## src/rtl/dht11_pkg.sv

```systemverilog
// Shared definitions for the DHT11 single-wire responder and its host-side peers.
package dht11_pkg;

  typedef enum logic [2:0] {
    StIdle,
    StStartLow,
    StRespDelay,
    StAckLow,
    StAckHigh,
    StBitLow,
    StBitHigh,
    StEndLow
  } dht11_state_e;

  localparam int unsigned FRAME_BITS = 40;

  // Default protocol timing (microseconds) and clock rate.
  localparam int unsigned DEF_CLK_PER_US       = 100;
  localparam int unsigned DEF_MIN_START_LOW_US = 18000;
  localparam int unsigned DEF_RESP_DELAY_US    = 30;
  localparam int unsigned DEF_ACK_LOW_US       = 80;
  localparam int unsigned DEF_ACK_HIGH_US      = 80;
  localparam int unsigned DEF_BIT_LOW_US       = 50;
  localparam int unsigned DEF_BIT0_HIGH_US     = 28;
  localparam int unsigned DEF_BIT1_HIGH_US     = 70;
  localparam int unsigned DEF_END_LOW_US       = 50;

  // Byte-sum checksum; corrupt flips the LSB so a host can exercise its error path.
  function automatic logic [7:0] frame_chk(input logic [7:0] hum_i, input logic [7:0] hum_d,
                                           input logic [7:0] temp_i, input logic [7:0] temp_d,
                                           input logic corrupt);
    logic [7:0] sum;
    sum = hum_i + hum_d + temp_i + temp_d;
    return sum ^ {7'd0, corrupt};
  endfunction

  function automatic int unsigned max2(input int unsigned a, input int unsigned b);
    return (a > b) ? a : b;
  endfunction

endpackage

```

## src/rtl/dht11_line_sync.sv

```systemverilog
// Two-flop synchronizer for the open-drain data line, idling high, with
// registered edge strobes aligned to the cycle the synchronized level changes.
module dht11_line_sync (
  input  logic clk,
  input  logic rst_n,
  input  logic line_raw,
  output logic line,
  output logic fall,
  output logic rise
);

  logic meta;

  // Synchronize the raw level and flag transitions of the synchronized output.
  always_ff @(posedge clk or negedge rst_n) begin
    if (!rst_n) begin
      meta <= 1'b1;
      line <= 1'b1;
      fall <= 1'b0;
      rise <= 1'b0;
    end else begin
      meta <= line_raw;
      line <= meta;
      fall <= line & ~meta;
      rise <= ~line & meta;
    end
  end

endmodule

```

## src/rtl/dht11_sensor_emu.sv

```systemverilog
// DHT11 sensor-side responder: waits for a valid host start pulse, answers with
// the ACK handshake and shifts out a 40-bit humidity/temperature frame.
module dht11_sensor_emu
  import dht11_pkg::*;
#(
  parameter int unsigned CLK_PER_US       = DEF_CLK_PER_US,
  parameter int unsigned MIN_START_LOW_US = DEF_MIN_START_LOW_US,
  parameter int unsigned RESP_DELAY_US    = DEF_RESP_DELAY_US,
  parameter int unsigned ACK_LOW_US       = DEF_ACK_LOW_US,
  parameter int unsigned ACK_HIGH_US      = DEF_ACK_HIGH_US,
  parameter int unsigned BIT_LOW_US       = DEF_BIT_LOW_US,
  parameter int unsigned BIT0_HIGH_US     = DEF_BIT0_HIGH_US,
  parameter int unsigned BIT1_HIGH_US     = DEF_BIT1_HIGH_US,
  parameter int unsigned END_LOW_US       = DEF_END_LOW_US
) (
  input  logic       iClk,
  input  logic       iRstN,
  input  logic       iEnable,
  input  logic       iBusIn,
  output logic       oDriveLow,
  input  logic [7:0] iHumInt,
  input  logic [7:0] iHumDec,
  input  logic [7:0] iTempInt,
  input  logic [7:0] iTempDec,
  input  logic       iCorruptChk,
  output logic       oBusy,
  output logic       oFrameDone,
  output logic       oShortStart,
  output logic       oCollision
);

  localparam int unsigned MIN_CYC = MIN_START_LOW_US * CLK_PER_US;
  localparam int unsigned MAX_CYC =
      max2(MIN_CYC, max2(RESP_DELAY_US, max2(max2(ACK_LOW_US, ACK_HIGH_US),
           max2(max2(BIT_LOW_US, END_LOW_US), max2(BIT0_HIGH_US, BIT1_HIGH_US)))) * CLK_PER_US);
  localparam int unsigned CNT_W = $clog2(MAX_CYC + 1);

  localparam logic [CNT_W-1:0] MIN_CNT     = CNT_W'(MIN_CYC);
  localparam logic [CNT_W-1:0] LD_RESP     = CNT_W'(RESP_DELAY_US * CLK_PER_US - 1);
  localparam logic [CNT_W-1:0] LD_ACK_LOW  = CNT_W'(ACK_LOW_US * CLK_PER_US - 1);
  localparam logic [CNT_W-1:0] LD_ACK_HIGH = CNT_W'(ACK_HIGH_US * CLK_PER_US - 1);
  localparam logic [CNT_W-1:0] LD_BIT_LOW  = CNT_W'(BIT_LOW_US * CLK_PER_US - 1);
  localparam logic [CNT_W-1:0] LD_BIT0     = CNT_W'(BIT0_HIGH_US * CLK_PER_US - 1);
  localparam logic [CNT_W-1:0] LD_BIT1     = CNT_W'(BIT1_HIGH_US * CLK_PER_US - 1);
  localparam logic [CNT_W-1:0] LD_END_LOW  = CNT_W'(END_LOW_US * CLK_PER_US - 1);
  localparam logic [5:0]       LAST_BIT    = 6'(FRAME_BITS - 1);

  dht11_state_e            state;
  logic [CNT_W-1:0]        cnt;
  logic [FRAME_BITS-1:0]   frame;
  logic [5:0]              bit_idx;
  logic [1:0]              age;
  logic                    line;
  logic                    line_fall;
  logic                    line_rise;
  logic                    phase_end;
  logic                    collide;

  dht11_line_sync u_sync (
    .clk      (iClk),
    .rst_n    (iRstN),
    .line_raw (iBusIn),
    .line     (line),
    .fall     (line_fall),
    .rise     (line_rise)
  );

  assign phase_end = (cnt == '0);
  // The synchronizer still shows our own drive for two cycles after release.
  assign collide   = (age == 2'd2) && !line;
  assign oBusy     = (state != StIdle) && (state != StStartLow);

  // Protocol sequencer: phase timing, frame shifting and registered bus drive.
  always_ff @(posedge iClk or negedge iRstN) begin
    if (!iRstN) begin
      state       <= StIdle;
      cnt         <= '0;
      frame       <= '0;
      bit_idx     <= '0;
      age         <= '0;
      oDriveLow   <= 1'b0;
      oFrameDone  <= 1'b0;
      oShortStart <= 1'b0;
      oCollision  <= 1'b0;
    end else begin
      oFrameDone  <= 1'b0;
      oShortStart <= 1'b0;
      oCollision  <= 1'b0;
      if (age != 2'd2) age <= age + 2'd1;
      if (!iEnable) begin
        state     <= StIdle;
        oDriveLow <= 1'b0;
      end else begin
        unique case (state)
          StIdle: begin
            // A falling edge implies the line was seen high here, so a frame
            // never re-arms off the tail of our own drive.
            if (line_fall) begin
              state <= StStartLow;
              cnt   <= '0;
            end
          end
          StStartLow: begin
            if (line_rise) begin
              if (cnt == MIN_CNT) begin
                frame <= {iHumInt, iHumDec, iTempInt, iTempDec,
                          frame_chk(iHumInt, iHumDec, iTempInt, iTempDec, iCorruptChk)};
                state <= StRespDelay;
                cnt   <= LD_RESP;
              end else begin
                oShortStart <= 1'b1;
                state       <= StIdle;
              end
            end else if (cnt != MIN_CNT) begin
              cnt <= cnt + 1'b1;
            end
          end
          StRespDelay: begin
            if (phase_end) begin
              state     <= StAckLow;
              oDriveLow <= 1'b1;
              cnt       <= LD_ACK_LOW;
            end else cnt <= cnt - 1'b1;
          end
          StAckLow: begin
            if (phase_end) begin
              state     <= StAckHigh;
              oDriveLow <= 1'b0;
              cnt       <= LD_ACK_HIGH;
              age       <= '0;
            end else cnt <= cnt - 1'b1;
          end
          StAckHigh: begin
            if (collide) begin
              oCollision <= 1'b1;
              state      <= StIdle;
            end else if (phase_end) begin
              state     <= StBitLow;
              oDriveLow <= 1'b1;
              cnt       <= LD_BIT_LOW;
              bit_idx   <= '0;
            end else cnt <= cnt - 1'b1;
          end
          StBitLow: begin
            if (phase_end) begin
              state     <= StBitHigh;
              oDriveLow <= 1'b0;
              cnt       <= frame[FRAME_BITS-1] ? LD_BIT1 : LD_BIT0;
              age       <= '0;
            end else cnt <= cnt - 1'b1;
          end
          StBitHigh: begin
            if (collide) begin
              oCollision <= 1'b1;
              state      <= StIdle;
            end else if (phase_end) begin
              oDriveLow <= 1'b1;
              frame     <= {frame[FRAME_BITS-2:0], 1'b0};
              if (bit_idx == LAST_BIT) begin
                state <= StEndLow;
                cnt   <= LD_END_LOW;
              end else begin
                state   <= StBitLow;
                cnt     <= LD_BIT_LOW;
                bit_idx <= bit_idx + 6'd1;
              end
            end else cnt <= cnt - 1'b1;
          end
          StEndLow: begin
            if (phase_end) begin
              state      <= StIdle;
              oDriveLow  <= 1'b0;
              oFrameDone <= 1'b1;
            end else cnt <= cnt - 1'b1;
          end
          default: begin
            state     <= StIdle;
            oDriveLow <= 1'b0;
          end
        endcase
      end
    end
  end

endmodule

```

## config.mk

```make
export PLATFORM = sky130hd
export DESIGN_NAME = dht11_sensor_emu
export DESIGN_NICKNAME = d
export VERILOG_FILES = /design/src/rtl/dht11_pkg.sv /design/src/rtl/dht11_line_sync.sv /design/src/rtl/dht11_sensor_emu.sv
export SDC_FILE = /design/constraint.sdc
export NUM_CORES = 1
export LEC_CHECK = 0
export CORE_MARGIN = 1.5
export CORE_UTILIZATION = 56
export CTS_BUF_LIST = sky130_fd_sc_hd__clkbuf_8
export DETAILED_ROUTE_END_ITERATION = 8
export HOLD_SLACK_MARGIN = 0.1
export PLACE_DENSITY = 0.77
export SYNTH_ARGS = -nofsm -noshare
export SYNTH_HDL_FRONTEND = slang
export SYNTH_SLANG_ARGS = --single-unit
```

## constraint.sdc

```tcl
create_clock -name iClk -period 2.85 [get_ports iClk]
set_clock_uncertainty 0.05 [all_clocks]
set_input_delay 0.57 -clock iClk [delete_from_list [all_inputs] [get_ports iClk]]
set_output_delay 0.57 -clock iClk [all_outputs]
set_load 0.05 [all_outputs]
```

### After elaboration in Yosys (flattened, before gate mapping)

Cells that the tools add are included.

* add/sub/neg operators: 7
* equality and inequality tests: 36
* multiplexer cells: 55
* bitwise gates (word level): 5
* reduce and logical (&&, ||, !) cells: 17

Operators with widths (count)
* $mux W21: 9
* $mux W40: 4
* $pmux W21 S6: 1
* $pmux W40 S2: 1
* $mux W3: 11
* $mux W6: 5
* $add A8 B8 Y8: 3
* $pmux W3 S8: 1
* $add A21 B1 Y21 const B: 1
* $eq A21 B21 Y1 const B: 1
* $logic_not A21 Y1: 1
* $ne A21 B21 Y1 const B: 1
* $sub A21 B1 Y21 const B: 1
* $ne A2 B2 Y1 const B: 9
* $ne A3 B3 Y1 const B: 6
* $mux W1: 14
* $mux W13: 1
* $eq A3 B3 Y1 const B: 4
* $mux W2: 6
* $ne A3 B2 Y1 const B: 4
* $pmux W6 S2: 1
* $reduce_and A6 Y1: 2
* $ne A4 B4 Y1 const B: 2
* $reduce_and A8 Y1: 1
* 22 further kinds: 30

* flip-flop bits (word level): 80
* bits of input ports: 37
* output and inout bits: 5
* logic and storage cells: 133

### Longest topological paths before layout

* depth after elaboration: 7
* depth in mapped cells: 13
* gate-level depth less buffers: 13

### Hierarchy

Synthesis repeated with hierarchy kept, for this count alone.

* cells, all modules: 691
* area, all modules: 5765.5 um2

By module, submodules not included
* dht11_sensor_emu: instances 1, cells each 685, area each 5647.9 um2, seq. area each 1901.8 um2
* dht11_line_sync: instances 1, cells each 6, area each 117.6 um2, seq. area each 102.6 um2

### Worst setup path before layout

OpenSTA, ideal clock, no wires.

* path type: input to register
* start point: input port iHumInt[1]
* end point: register frame[7]
* library setup time: 0.123 ns
* arrival time: 3.047 ns
* data required time: 2.677 ns
* setup slack: -0.370 ns
* stages on the path: 13
* path buffers: 0
* cells stage by stage: inv_1 -> fa_1 -> fa_1 -> inv_1 -> ha_1 -> fa_1 -> a21o_1 -> a21oi_1 -> o21ai_0 -> xnor2_1 -> nand2_1 -> o21ai_0 -> o21ai_1

* longest elaborated chain between the ends: 7

Ends and longest elaborated chain
* start, declared: RTL line dht11_sensor_emu.sv:21 `input logic [7:0] iHumInt,`
* $add A8 B8 Y8 (3 in series): RTL line dht11_pkg.sv:33 `sum = hum_i + hum_d + temp_i + temp_d;`
* $xor A8 B1 Y8: RTL line dht11_pkg.sv:34 `return sum ^ {7'd0, corrupt};`
* $mux W40: RTL line dht11_sensor_emu.sv:105 `if (cnt == MIN_CNT) begin`
* $mux W40: RTL line dht11_sensor_emu.sv:104 `if (line_rise) begin`
* $pmux W40 S2: RTL line dht11_sensor_emu.sv:94 `unique case (state)`
* end signal, assigned: RTL line dht11_sensor_emu.sv:106 `frame <= {iHumInt, iHumDec, iTempInt, iTempDec,`
* end signal, assigned: RTL line dht11_sensor_emu.sv:158 `frame <= {frame[FRAME_BITS-2:0], 1'b0};`
* end, declared: RTL line dht11_sensor_emu.sv:50 `logic [FRAME_BITS-1:0] frame;`

No other way between the ends. The select of a mux whose other input is x is not followed.
A chain may end at the register's enable or synchronous reset.

### Final worst setup path

* start point: input port iTempInt[1]
* end point: register frame[7]

* longest elaborated chain between the ends: 6

Ends and longest elaborated chain
* start, declared: RTL line dht11_sensor_emu.sv:23 `input logic [7:0] iTempInt,`
* $add A8 B8 Y8 (2 in series): RTL line dht11_pkg.sv:33
* $xor A8 B1 Y8: RTL line dht11_pkg.sv:34
* $mux W40: RTL line dht11_sensor_emu.sv:105
* $mux W40: RTL line dht11_sensor_emu.sv:104
* $pmux W40 S2: RTL line dht11_sensor_emu.sv:94

No other way between the ends. The select of a mux whose other input is x is not followed.

==> qor.txt <==
antenna violations before repair: 0
Initial Util: 57.7%
clock sink total: 80
Area contributors post-synth: dfrtp_1, mux2i_1, nand2_1
total negative setup slack: -95.8 ps
PortBufs: 41
Worst-Skew Late Latency: 360 ps
Core ar.: 0.00977 mm^2
cell taking the most area after synthesis: dfrtp_1
crit path kind: in -> reg
cell area after synthesis: 0.00564 mm^2
largest net degree at the start of global routing: 81
CTS Hold Bufs: 0
setup slack, reg-to-reg: 190 ps
Hold Vio Cnt, Final: 0
most frequent cells in the layout: dfrtp_1, nand2_1, buf_4
leak pwr: 3.26 nW
Syn Nets: 712
Worst-path clk slew: 90 ps
final setup violation count: 2
# DRC: 0
Critical Path RT: 3040 ps
ANT cells: 0
commonest non-fill, non-tap cell in the layout: dfrtp_1
Die W: 103 um
share of Yosys cell area claimed by the top area cell type: 34.6%
Wirelength per Cell: 17.8 um
Peak VDD IR: 0.280 mV
fmax: 0.342 GHz
die height: 103 um
pre-CTS setup slack: -971 ps
Ports: 42
Max Cap Violations: 0
GPL Wtd Cong: 0.965
First-pass DRT Iterations: 5
Crit. End Element: flop
grt ovf: 0
final count of pins violating max slew: 0
clock tree buffer depth: 2
violated checks: negative setup slack
status: complete, but fails checks
routed wire length: 15300 um
vias per std cell: 5.96
DRT iter0 DRCs: 386
Gate Count Post-Synth: 649
EDFF count, synth: 0
DR vias: 5096
Synth cell types: 74
Crit Path Max Fanout: 2
Hold WS: 94.6 ps
asr flop ratio synth: 100%
HP Class: in -> async
power per standard cell area: 581 mW/mm^2
Detail Route Antenna Nets: 0
CTS tree: built
Reg2Reg Depth: 7
Pwr Total: 3.95 mW
dpl hpwl: 11000 um
Setup WS post-layout: -74.1 ps
Global Route Usage Sum: 30.0%
unrepaired setup endpoints after global routing: true
htree depth: 3
die area: 0.0107 mm^2
CTS Buf Count: 9
Area Growth Syn to Fin: 20.4%
FP Rows: 36
fin crit period: 2920 ps
first-pass GRT wire length: 24400 um
Syn Area/Cell: 8.69 um^2
fraction of layout cells with a size suffix above 1: 18.4%
r2r endpoint: cnt[10]
FF-to-FF Start: cnt[12]
NumNets Final: 780
Worst-Margin Slew: 673 ps
period utilisation layout: 103%
crit start category: input pin
yosys warns: 0
Arr. time, crit path: 3110 ps
prevailing post-synth register cell: dfrtp_1
register area share after synthesis: 35.5%
vias in the first global route: 4836
root buf cell: clkbuf_8
Yosys reg bits: 80
worst relative slew slack: 54.7%
## final cells by class
type                            instances  area [um^2]
Multi-Input combinational cell        476         3350
Fill cell                             781         2980
Sequential cell                        80         2000
Timing Repair Buffer                  102          870
Inverter                               48          188
Tap cell                              133          166
Clock buffer                           11          151
Clock inverter                          5         62.6
## registers in the layout, indices dropped and copies added, names as in the netlist
name and cells:
age 2, bit_idx 6, cnt 21, frame 40
oCollision 1, oDriveLow 1, oFrameDone 1, oShortStart 1
state 3, u_sync.fall 1, u_sync.line 1, u_sync.meta 1
u_sync.rise 1
## stage by stage
stage,instance area (um^2),util (%),cells
5_1_grt,6790,69.5,855
4_1_cts,6720,68.7,854
3_3_place_gp,6480,66.3,838
3_5_place_dp,6480,66.3,838
6_report,6790,69.5,855
2_1_floorplan,5660,-,649
## how the worst max path moves through the flow
stage	startpoint	end	slack, ps	cells after the start
final	iTempInt[1]	frame[7]	-70	14
after CTS	iTempInt[1]	frame[7]	-70	14
after floorplan	iTempInt[1]	frame[7]	-200	13
after global placement	iTempInt[1]	frame[7]	-890	14
after detailed placement	iTempInt[1]	frame[7]	-970	14
after global routing	iTempInt[1]	frame[7]	-200	14
## critical path: stages
cell and delay, ps:
buf_8 90, inv_8 30, fa_1 500, fa_1 540, inv_2 50, ha_4 160
fa_2 340, a21o_1 200, a21oi_2 170, o21ai_2 90, xnor2_1 130, nand2_1 70
o21ai_1 100, o21ai_1 80
## timing repair
action / CTS / global route
pin swaps: 16 / 15
resized for setup: 50 / 11
endpoints found under the setup margin: 6 / 12
buffers inserted: 0 / 1
## cells in the mapped netlist (all sizes together) (3+ instances only)
| master | count |
|---|---|
| o21ai | 82 |
| dfrtp | 78 |
| nand2 | 76 |
| inv | 48 |
| mux2i | 38 |
| nor2 | 36 |
| a21oi | 29 |
| nand3 | 26 |
| clkbuf | 23 |
| buf | 22 |
| nor3 | 18 |
| fa | 14 |
| xnor2 | 14 |
| ha | 12 |
| nor4 | 9 |
| xor2 | 9 |
| and2 | 7 |
| o22ai | 7 |
| a21o | 6 |
| and3 | 6 |
| nor2b | 6 |
| a21boi | 5 |
| a22o | 5 |
| a31oi | 5 |
| and4 | 5 |
| nand4 | 5 |
| nand2b | 4 |
| nor3b | 4 |
| o2bb2ai | 4 |
| o31ai | 4 |
| a22oi | 3 |
| or3 | 3 |
| or4 | 3 |
## kinds of logic after synthesis
group / synth area share [%]
AND/OR/NAND/NOR: 20.4
AO/OA/AOI/OAI: 18.5
buffers and inverters: 7.27
flip-flops: 35.5
multiplexers: 6.94
adder cells (fa/ha/maj): 7.81
XOR/XNOR: 3.57
## power breakdown
| part | internal [mW] | total, mW | switching [mW] |
|---|---|---|---|
| combinational | 0.781 | 1.80 | 1.02 |
| sequential | 1.19 | 1.24 | 0.0591 |
| clock | 0.457 | 0.906 | 0.449 |
| total | 2.42 | 3.95 | 1.52 |
## per-layer routing
metal	wire length, um	vias to the layer above	global-route usage [%]
met2	7060	216	45.5
met5	0	-	0
met3	1170	25	5.24
met4	272	0	9.77
met1	6760	2441	43.7
li1	-	2414	-
(Power assumes the default switching activity.)
